--- src/rtl/adder_test_sequencer.sv ---
// Exhaustive self-test sequencer for a WIDTH-bit ripple adder: sweeps every {cin,B,A},
// waits SETTLE_CYCLES per vector, checks the sum, and reports mismatch statistics.
module adder_test_sequencer #(
   parameter int WIDTH         = 4,
   parameter int SETTLE_CYCLES = 2
) (
   input  logic               clk,
   input  logic               rst,
   input  logic               start_i,
   input  logic               abort_i,
   input  logic [WIDTH-1:0]   sum_i,
   input  logic               cout_i,
   output logic [WIDTH-1:0]   A,
   output logic [WIDTH-1:0]   B,
   output logic               cin,
   output logic               busy,
   output logic               done,
   output logic               pass,
   output logic [15:0]        err_cnt,
   output logic [2*WIDTH:0]   first_fail
);

   localparam int VEC_W = 2*WIDTH + 1;
   localparam int CNT_W = (SETTLE_CYCLES > 1) ? $clog2(SETTLE_CYCLES) : 1;
   localparam logic [CNT_W-1:0] SETTLE_LAST = CNT_W'(SETTLE_CYCLES - 1);

   localparam logic [1:0] S_IDLE   = 2'd0;
   localparam logic [1:0] S_SETTLE = 2'd1;
   localparam logic [1:0] S_CHECK  = 2'd2;
   localparam logic [1:0] S_DONE   = 2'd3;

   logic [1:0]       state_q, state_d;
   logic [VEC_W-1:0] vec_q, vec_d;
   logic [CNT_W-1:0] cnt_q, cnt_d;
   logic [15:0]      err_q, err_d;
   logic [VEC_W-1:0] ff_q, ff_d;
   logic             busy_q, busy_d;
   logic             done_q, done_d;
   logic             pass_q, pass_d;

   logic [WIDTH:0]   ref_sum;
   logic             mismatch;

   // Reference result at WIDTH+1 bits so the carry-out is compared too.
   assign ref_sum  = {1'b0, vec_q[WIDTH-1:0]} + {1'b0, vec_q[2*WIDTH-1:WIDTH]}
                   + {{WIDTH{1'b0}}, vec_q[2*WIDTH]};
   assign mismatch = ({cout_i, sum_i} != ref_sum);

   always_comb begin
      state_d = state_q;
      vec_d   = vec_q;
      cnt_d   = cnt_q;
      err_d   = err_q;
      ff_d    = ff_q;
      busy_d  = busy_q;
      done_d  = done_q;
      pass_d  = pass_q;
      case (state_q)
         S_IDLE, S_DONE: begin
            if (start_i) begin
               state_d = S_SETTLE;
               vec_d   = '0;
               cnt_d   = '0;
               err_d   = '0;
               ff_d    = '0;
               busy_d  = 1'b1;
               done_d  = 1'b0;
               pass_d  = 1'b0;
            end
         end
         S_SETTLE: begin
            if (abort_i) begin
               state_d = S_IDLE;
               vec_d   = '0;
               busy_d  = 1'b0;
               done_d  = 1'b0;
            end else begin
               cnt_d = cnt_q + 1'b1;
               if (cnt_q == SETTLE_LAST) state_d = S_CHECK;
            end
         end
         S_CHECK: begin
            // Abort wins over the result update of this cycle.
            if (abort_i) begin
               state_d = S_IDLE;
               vec_d   = '0;
               busy_d  = 1'b0;
               done_d  = 1'b0;
            end else begin
               if (mismatch) begin
                  if (err_q != 16'hFFFF) err_d = err_q + 16'd1;
                  if (err_q == 16'd0)    ff_d  = vec_q;
               end
               if (vec_q == {VEC_W{1'b1}}) begin
                  state_d = S_DONE;
                  busy_d  = 1'b0;
                  done_d  = 1'b1;
                  pass_d  = (err_d == 16'd0);
               end else begin
                  state_d = S_SETTLE;
                  vec_d   = vec_q + 1'b1;
                  cnt_d   = '0;
               end
            end
         end
         default: begin
            state_d = S_IDLE;
            vec_d   = '0;
            busy_d  = 1'b0;
            done_d  = 1'b0;
            pass_d  = 1'b0;
         end
      endcase
   end

   always_ff @(posedge clk or negedge rst) begin
      if (!rst) begin
         state_q <= S_IDLE;
         vec_q   <= '0;
         cnt_q   <= '0;
         err_q   <= '0;
         ff_q    <= '0;
         busy_q  <= 1'b0;
         done_q  <= 1'b0;
         pass_q  <= 1'b0;
      end else begin
         state_q <= state_d;
         vec_q   <= vec_d;
         cnt_q   <= cnt_d;
         err_q   <= err_d;
         ff_q    <= ff_d;
         busy_q  <= busy_d;
         done_q  <= done_d;
         pass_q  <= pass_d;
      end
   end

   assign A          = vec_q[WIDTH-1:0];
   assign B          = vec_q[2*WIDTH-1:WIDTH];
   assign cin        = vec_q[2*WIDTH];
   assign busy       = busy_q;
   assign done       = done_q;
   assign pass       = pass_q;
   assign err_cnt    = err_q;
   assign first_fail = ff_q;

endmodule
--- config.mk ---
export PLATFORM = sky130hd
export DESIGN_NAME = adder_test_sequencer
export DESIGN_NICKNAME = d
export VERILOG_FILES = /design/src/rtl/adder_test_sequencer.sv
export SDC_FILE = /design/constraint.sdc
export NUM_CORES = 1
export LEC_CHECK = 0
export BUFFER_PORTS_ARGS = -buffer_cell sky130_fd_sc_hd__buf_2
export CORE_ASPECT_RATIO = 0.5
export CORE_UTILIZATION = 25
export CTS_CLUSTER_SIZE = 30
export DETAILED_ROUTE_END_ITERATION = 12
export PLACE_DENSITY = 0.53
export RECOVER_POWER = 25
export SYNTH_ARGS = -nofsm -noshare
export SYNTH_HDL_FRONTEND = slang
export SYNTH_SLANG_ARGS = --single-unit
--- constraint.sdc ---
create_clock -name clk -period 4.45 [get_ports clk]
set_clock_uncertainty 0.15 [all_clocks]
set_input_delay 0.445 -clock clk [delete_from_list [all_inputs] [get_ports clk]]
set_output_delay 0.445 -clock clk [all_outputs]
set_load 0.1 [all_outputs]
==> results.tsv, run 1 <==
stage	metric	value	unit
run_status	status	finished with violations	
run_status	violations	capacitance limit, slew limit	
power_and_ir_drop	peakVddDrop	0.156	mV
routing	drt-pass1-iter-count	4	
timing	whs	0.328	ns
logic_synthesis	yosysSeqAreaShare	37.8	%
flow_run	cap_violations	1	
floorplanning	dieHeight	74.8	um
routing	antenna_left	0	
critical_path	r2r_cells	12	
logic_synthesis	async_flop_share	100	%
power_and_ir_drop	switchingPower	0.000470	W
floorplanning	ios	46	
timing	setup_viol	0	
logic_synthesis	synth_top_area_share	37.8	%
cts	cts_root_buf	clkbuf_16	
timing	min_period_over_period	77.0	%
power_and_ir_drop	cellInternalPower	0.000709	W
logic_synthesis	synth_cells	299	
grt	grt_max_degree	41	
cells_and_area	fin_nets	361	
worst_hold_path	min_to	state_q[1]	
logic_synthesis	synth_area_leaders	dfrtp_1 (38%), o21ai_0 (5.5%), nand2_1 (4.8%)	
critical_path	path_cells	inv_1, fa_1, inv_1, fa_1, xor2_1, nor2_1, nand4b_2, or2_1, nand4_1, xor2_1, nor3b_1, a32o_1	
timing	tightest_slew	2.20	ns
logic_synthesis	synth-edff-count	0	
critical_path	cp_data_required_time	4.53	ns
power_and_ir_drop	swShare	39.9	%
cells_and_area	final_cell_mix	buf_2 (44), dfrtp_1 (40), nand2_1 (34)	
cts	cts_max_level	2	
timing	setup_ws	1.02	ns
logic_synthesis	synth_top_area_cell	dfrtp_1	
grt	grt_pass1_vias	2347	
cells_and_area	fin_util	30.5	%
logic_synthesis	ys_ff_latch	40	
cells_and_area	drive_gt1_share	20.8	%
place	io_buffers	45	
cts	cts_buffer_depth	2	
grt	grt_pass1_wl	11.8	mm
critical_path	regToRegSetupSlack	1.02	ns
routing	drt_iter0_drc	189	
cts	clkLatencyLatePin	0.29	ns
routing	via_count	2411	
critical_path	start_kind	flop	
worst_hold_path	hold_class	primary input to flop	
cells_and_area	register_area	1000	um^2
cts	ctsResizeCount	0	
cts	postCtsSetupRepairBufs	0	
cts	cts.sinks	40	
cells_and_area	design_area	3120	um^2
logic_synthesis	synth-main-ff-cell	dfrtp_1	
power_and_ir_drop	clkPwrFrac	32.3	%
cts	path_clk_slew	0.07	ns
routing	drt-total-wl	7.07	mm
grt	antenna_found_initial	0	
critical_path	cpPeakStageDelay	0.45	ns
timing	slew_headroom	-46.4	%
cts	cts_hold_buf	0	
cts	cts_made_buffers	5	
critical_path	end_kind	flop	
grt	grtUsageTotal	13.7	%
critical_path	rr_startpoint	vec_q[0]	
place	gp_congestion	0.876	
routing	wl_per_cell	14.7	um
cells_and_area	insertedDiodeCount	0	
logic_synthesis	ys.warnings.count	0	
timing	max_freq	292	MHz
cts	cts_tree	yes	
critical_path	crit_fanout	10	
logic_synthesis	syn_nets	319	
critical_path	worstPathArrival	3.50	ns
timing	hold_violations	0	
cells_and_area	fillers	1103	
routing	drc	0	
critical_path	r2r_end	pass	
power_and_ir_drop	pwr-share-seq	34.2	%
cells_and_area	multi_input_area	1500	um^2
logic_synthesis	synth_area	2650	um^2
routing	avgViaCountPerCell	5.00	
place	dpl.hpwl	5.21	mm
floorplanning	dieArea	11000	um^2
cells_and_area	final_common_cell	buf_2	
timing	grt_setup_unrepaired	no	
place	postPlaceCellArea	2970	um^2
floorplanning	die_width	148	um
floorplanning	core	10200	um^2
worst_hold_path	min_from	abort_i	
place	place_ws	1.03	ns
logic_synthesis	avgSynthCellArea	8.85	um^2
power_and_ir_drop	power_density	378	nW/um^2
floorplanning	rows	26	
power_and_ir_drop	power_frac_comb	33.4	%
critical_path	critical_path_class	flop to flop	
floorplanning	start_util	25.8	%
grt	grt_overflow	0	
timing	slew_viol_final	41	
cells_and_area	areaGrowthSynthToFinish	18.0	%
power_and_ir_drop	p_leak	1.46	nW
critical_path	cp_slowest_cell	dfrtp_1	
logic_synthesis	ys_types	61	
worst_hold_path	hold_depth	2	
timing	tns	0	ns
timing	period_minus_slack	3.43	ns
## flip-flops by register name, summed over array words and instances (netlist names)
signal      count
first_fail      9
err_cnt        16
busy            1
pass            1
state_q         2
done            1
cnt_q           1
vec_q           9
## synth_stat cells (all sizes together) (2+ instances only)
library cell / number
o21ai: 32
a21o: 3
buf: 9
nand2b: 2
o22a: 2
dfrtp: 40
nor3b: 2
nand3: 10
mux2: 2
clkbuf: 4
inv: 12
and3: 6
or2: 3
and2: 2
a21oi: 15
and4: 2
nand4: 8
a22o: 7
fa: 2
nor3: 6
nand2: 35
xnor2: 7
a31oi: 7
nor2: 33
ha: 9
xor2: 10
nor2b: 2
a32o: 3
o31ai: 5
nor4: 3
## kinds of logic (layout without fill, tap and decap cells)
| family | after synthesis | in the layout | share of synthesized area (%) |
|---|---|---|---|
| buffers and inverters | 25 | 68 | 5.48 |
| AOI/OAI and AO/OA | 83 | 83 | 20.5 |
| DFF | 40 | 40 | 37.8 |
| adders and majority gates | 11 | 11 | 5.77 |
| xor gates and xnor gates | 17 | 17 | 5.91 |
| and+or+nand+nor | 120 | 120 | 23.2 |
| muxes | 3 | 3 | 1.37 |
## final cells by class
class,instances,area share [%]
flip-flops and latches,40,32.1
clock inverters,2,0.481
multi-input cells,234,48.1
clock buffers,6,4.45
inverters,12,1.44
well taps,140,5.61
repair buffers,48,7.89
## worst max-delay path by stage
stage / start / endpoint / slack, ns / cells after the start
3_5_place_dp: vec_q[0] / first_fail[6] / 1.03 / 11
5_1_grt: vec_q[0] / first_fail[3] / 0.77 / 11
2_1_floorplan: vec_q[0] / pass / 0.62 / 13
4_1_cts: vec_q[0] / pass / 1.01 / 12
3_3_place_gp: vec_q[0] / pass / 1.13 / 12
6_report: vec_q[0] / pass / 1.02 / 12
## critical path, delay by kind of cell (launching register included)
kind	cells	cell delay (ns)
XOR/XNOR	2	0.35
flip-flops	1	0.45
AO/OA/AOI/OAI	1	0.20
adder cells (fa/ha/maj)	2	0.86
buffers and inverters	2	0.18
AND/OR/NAND/NOR	5	1.18
## power by group through the flow
stage / Combinational (W) / Sequential, W / Clock [W]
2_1_floorplan: 0.000236 / 0.000476 / 0
3_3_place_gp: 0.000395 / 0.000410 / 0
3_5_place_dp: 0.000396 / 0.000410 / 0
4_1_cts: 0.000395 / 0.000404 / 0.000391
5_1_grt: 0.000442 / 0.000408 / 0.000406
6_report: 0.000394 / 0.000404 / 0.000381
## layer usage
metal	part of all wire, %	up-vias	track usage [%]	wire, um
met5	0	-	0	0
met4	1.4	0	4.81	96
met3	4.0	9	3.03	285
met2	45	52	22.3	3170
met1	50	1185	18.2	3520
li1	-	1165	-	-
## per-stage QoR
stage	instances	total power (W)
floorplan	299	0.000712
global placement	474	0.000805
detailed placement	474	0.000806
CTS	482	0.00119
global route	482	0.00126
finish	482	0.00118
Note: power is estimated with default switching activity, not from simulation.
==> run 2, diff against run 1 <==
Clock period 4.45 ns to 3.24 ns, I/O delays scaled along.
==> run 2 against run 1 <==
Compared with the run above: the run ends with capacitance limit, slew limit, setup timing left; via count up 2.4%; routed wire length up 5.2%; final cell count up 5.2%; fmax up 5.5%; sequential power up 37%; cell area up 7.5%; critical path type unchanged; critical endpoint unchanged; largest power group unchanged.
==> results.tsv, run 2 (synthesis gave the netlist of run 1 again) <==
stage	metric	value	unit
run_status	status	finished with violations	
run_status	violations	capacitance limit, slew limit, setup timing	
timing	max_freq	308	MHz
flow_run	cap_violations	1	
timing	min_period_over_period	100	%
critical_path	cpLargestDelayFamily	simple AND/OR/NAND/NOR gates	
power_and_ir_drop	cellInternalPower	0.000984	W
timing	whs	0.216	ns
cts	cts.sinks	40	
grt	grt_pass1_wl	12.0	mm
cells_and_area	insertedDiodeCount	0	
cells_and_area	areaGrowthSynthToFinish	26.8	%
floorplanning	rows	26	
timing	period_minus_slack	3.25	ns
grt	grt_max_degree	41	
routing	drt-total-wl	7.44	mm
place	gp_congestion	0.834	
cts	cts_buffer_depth	2	
timing	tns	-0.00627	ns
routing	antenna_left	0	
timing	grt_setup_unrepaired	yes	
cts	cts_root_buf	clkbuf_16	
floorplanning	ios	46	
floorplanning	die_width	148	um
timing	hold_violations	0	
cts	clkLatencyLatePin	0.28	ns
timing	setup_ws	-0.00627	ns
cells_and_area	drive_gt1_share	30.2	%
grt	met2_usage	23.4	%
routing	via_count	2468	
cts	cts_tree	yes	
grt	busiest_layer	met2	
critical_path	path_cells	inv_4, fa_2, inv_2, fa_2, xor2_1, nor2_1, nand4b_2, or2_4, a311o_1, o2bb2ai_2, nor4_2, a32o_1	
power_and_ir_drop	power_frac_comb	34.2	%
routing	drc	0	
cts	cts_made_buffers	5	
critical_path	critical_path_class	flop to flop	
routing	drt-pass1-iter-count	4	
cts	cts_hold_buf	0	
timing	setup_viol	1	
critical_path	end_kind	flop	
cts	path_clk_slew	0.06	ns
power_and_ir_drop	peakVddDrop	0.202	mV
critical_path	worstPathArrival	3.31	ns
cells_and_area	largest_reg_flops	16	
routing	drt_iter0_drc	264	
grt	grt_pass1_vias	2341	
floorplanning	dieArea	11000	um^2
cts	cts_max_level	2	
power_and_ir_drop	clkPwrFrac	31.6	%
floorplanning	dieHeight	74.8	um
timing	tightest_slew	2.21	ns
critical_path	start_kind	flop	
critical_path	crit_top_cell	fa_2	
grt	grt_overflow	0	
worst_hold_path	hold_class	primary input to flop	
power_and_ir_drop	p_leak	1.58	nW
cells_and_area	fillers	1078	
power_and_ir_drop	pwr-share-seq	34.3	%
critical_path	cp_data_required_time	3.31	ns
cells_and_area	fin_nets	386	
timing	slew_headroom	-47.6	%
timing	slew_viol_final	41	
grt	grt_use_met3	2.79	%
cells_and_area	final_common_cell	buf_2	
grt	antenna_found_initial	0	
grt	grtUsageTotal	13.8	%
power_and_ir_drop	swShare	38.9	%
cells_and_area	final_cell_mix	buf_2 (44), dfrtp_1 (35), nand2_1 (34)	
floorplanning	start_util	25.8	%
floorplanning	core	10200	um^2
grt	grt_use_met1	18.5	%
place	io_buffers	45	
critical_path	cp_slowest_cell	dfrtp_4	
routing	wl_per_cell	14.7	um
critical_path	path_buf_inv	2	
routing	avgViaCountPerCell	4.87	
power_and_ir_drop	power_density	480	nW/um^2
critical_path	cpPeakStageDelay	0.42	ns
power_and_ir_drop	switchingPower	0.000628	W
critical_path	crit_fanout	6	
place	dpl.hpwl	5.50	mm
-- run 2: power groups by stage --
stage                     Combinational [W]  Clock, W  Sequential [W]
final                              0.000550  0.000509        0.000553
after global routing               0.000626  0.000535        0.000558
after CTS                          0.000547  0.000517        0.000553
after detailed placement           0.000547         0        0.000562
after global placement             0.000545         0        0.000562
after floorplan                    0.000324         0        0.000655
-- run 2: layout make-up --
| cell class | count | area, um^2 | area share, % |
|---|---|---|---|
| multi-input cells | 234 | 1530 | 45.7 |
| flip-flops and latches | 40 | 1010 | 30.2 |
| repair buffers | 73 | 434 | 12.9 |
| well taps | 140 | 175 | 5.22 |
| clock buffers | 7 | 143 | 4.25 |
| inverters | 12 | 50.0 | 1.49 |
| clock inverters | 1 | 7.51 | 0.224 |
-- run 2: worst paths after layout --
check	start	to	slack (ns)	cells after the start
worst max-delay path	vec_q[8]	pass	-0.006	12
worst min register to register	first_fail[6]	first_fail[6]	0.33	2
max in group asynchronous	rst	vec_q[0]	0.83	1
worst max register to register	vec_q[8]	pass	-0.006	12
worst min-delay path	abort_i	state_q[1]	0.22	2
min in group asynchronous	rst	busy	0.55	1
-- run 2: per-layer routing --
metal	share of wire, %	up-vias
met1	47	1185
li1	-	1214
met4	0.48	0
met2	48	67
met3	4.6	2
met5	0	-
-- run 2: timing repair --
| item | in CTS | in global routing |
|---|---|---|
| setup buffers | 0 | 9 |
| gates cloned | 0 | 0 |
| pin swaps | 0 | 10 |
| setup endpoints to repair | 1 | 8 |
| resized for setup | 1 | 7 |
-- run 2: stage by stage --
stage / instance area (um^2) / total power [W] / utilization [%] / cells / setup WS, ns
final: 3360 / 0.00161 / 32.8 / 507 / -0.00627
after global routing: 3360 / 0.00172 / 32.8 / 507 / -0.127
after CTS: 3270 / 0.00162 / 31.9 / 498 / 0.00881
after detailed placement: 3120 / 0.00111 / 30.4 / 490 / 0.00336
after global placement: 3120 / 0.00111 / 30.4 / 490 / 0.0965
after floorplan: 2670 / 0.000979 / - / 299 / -0.0524
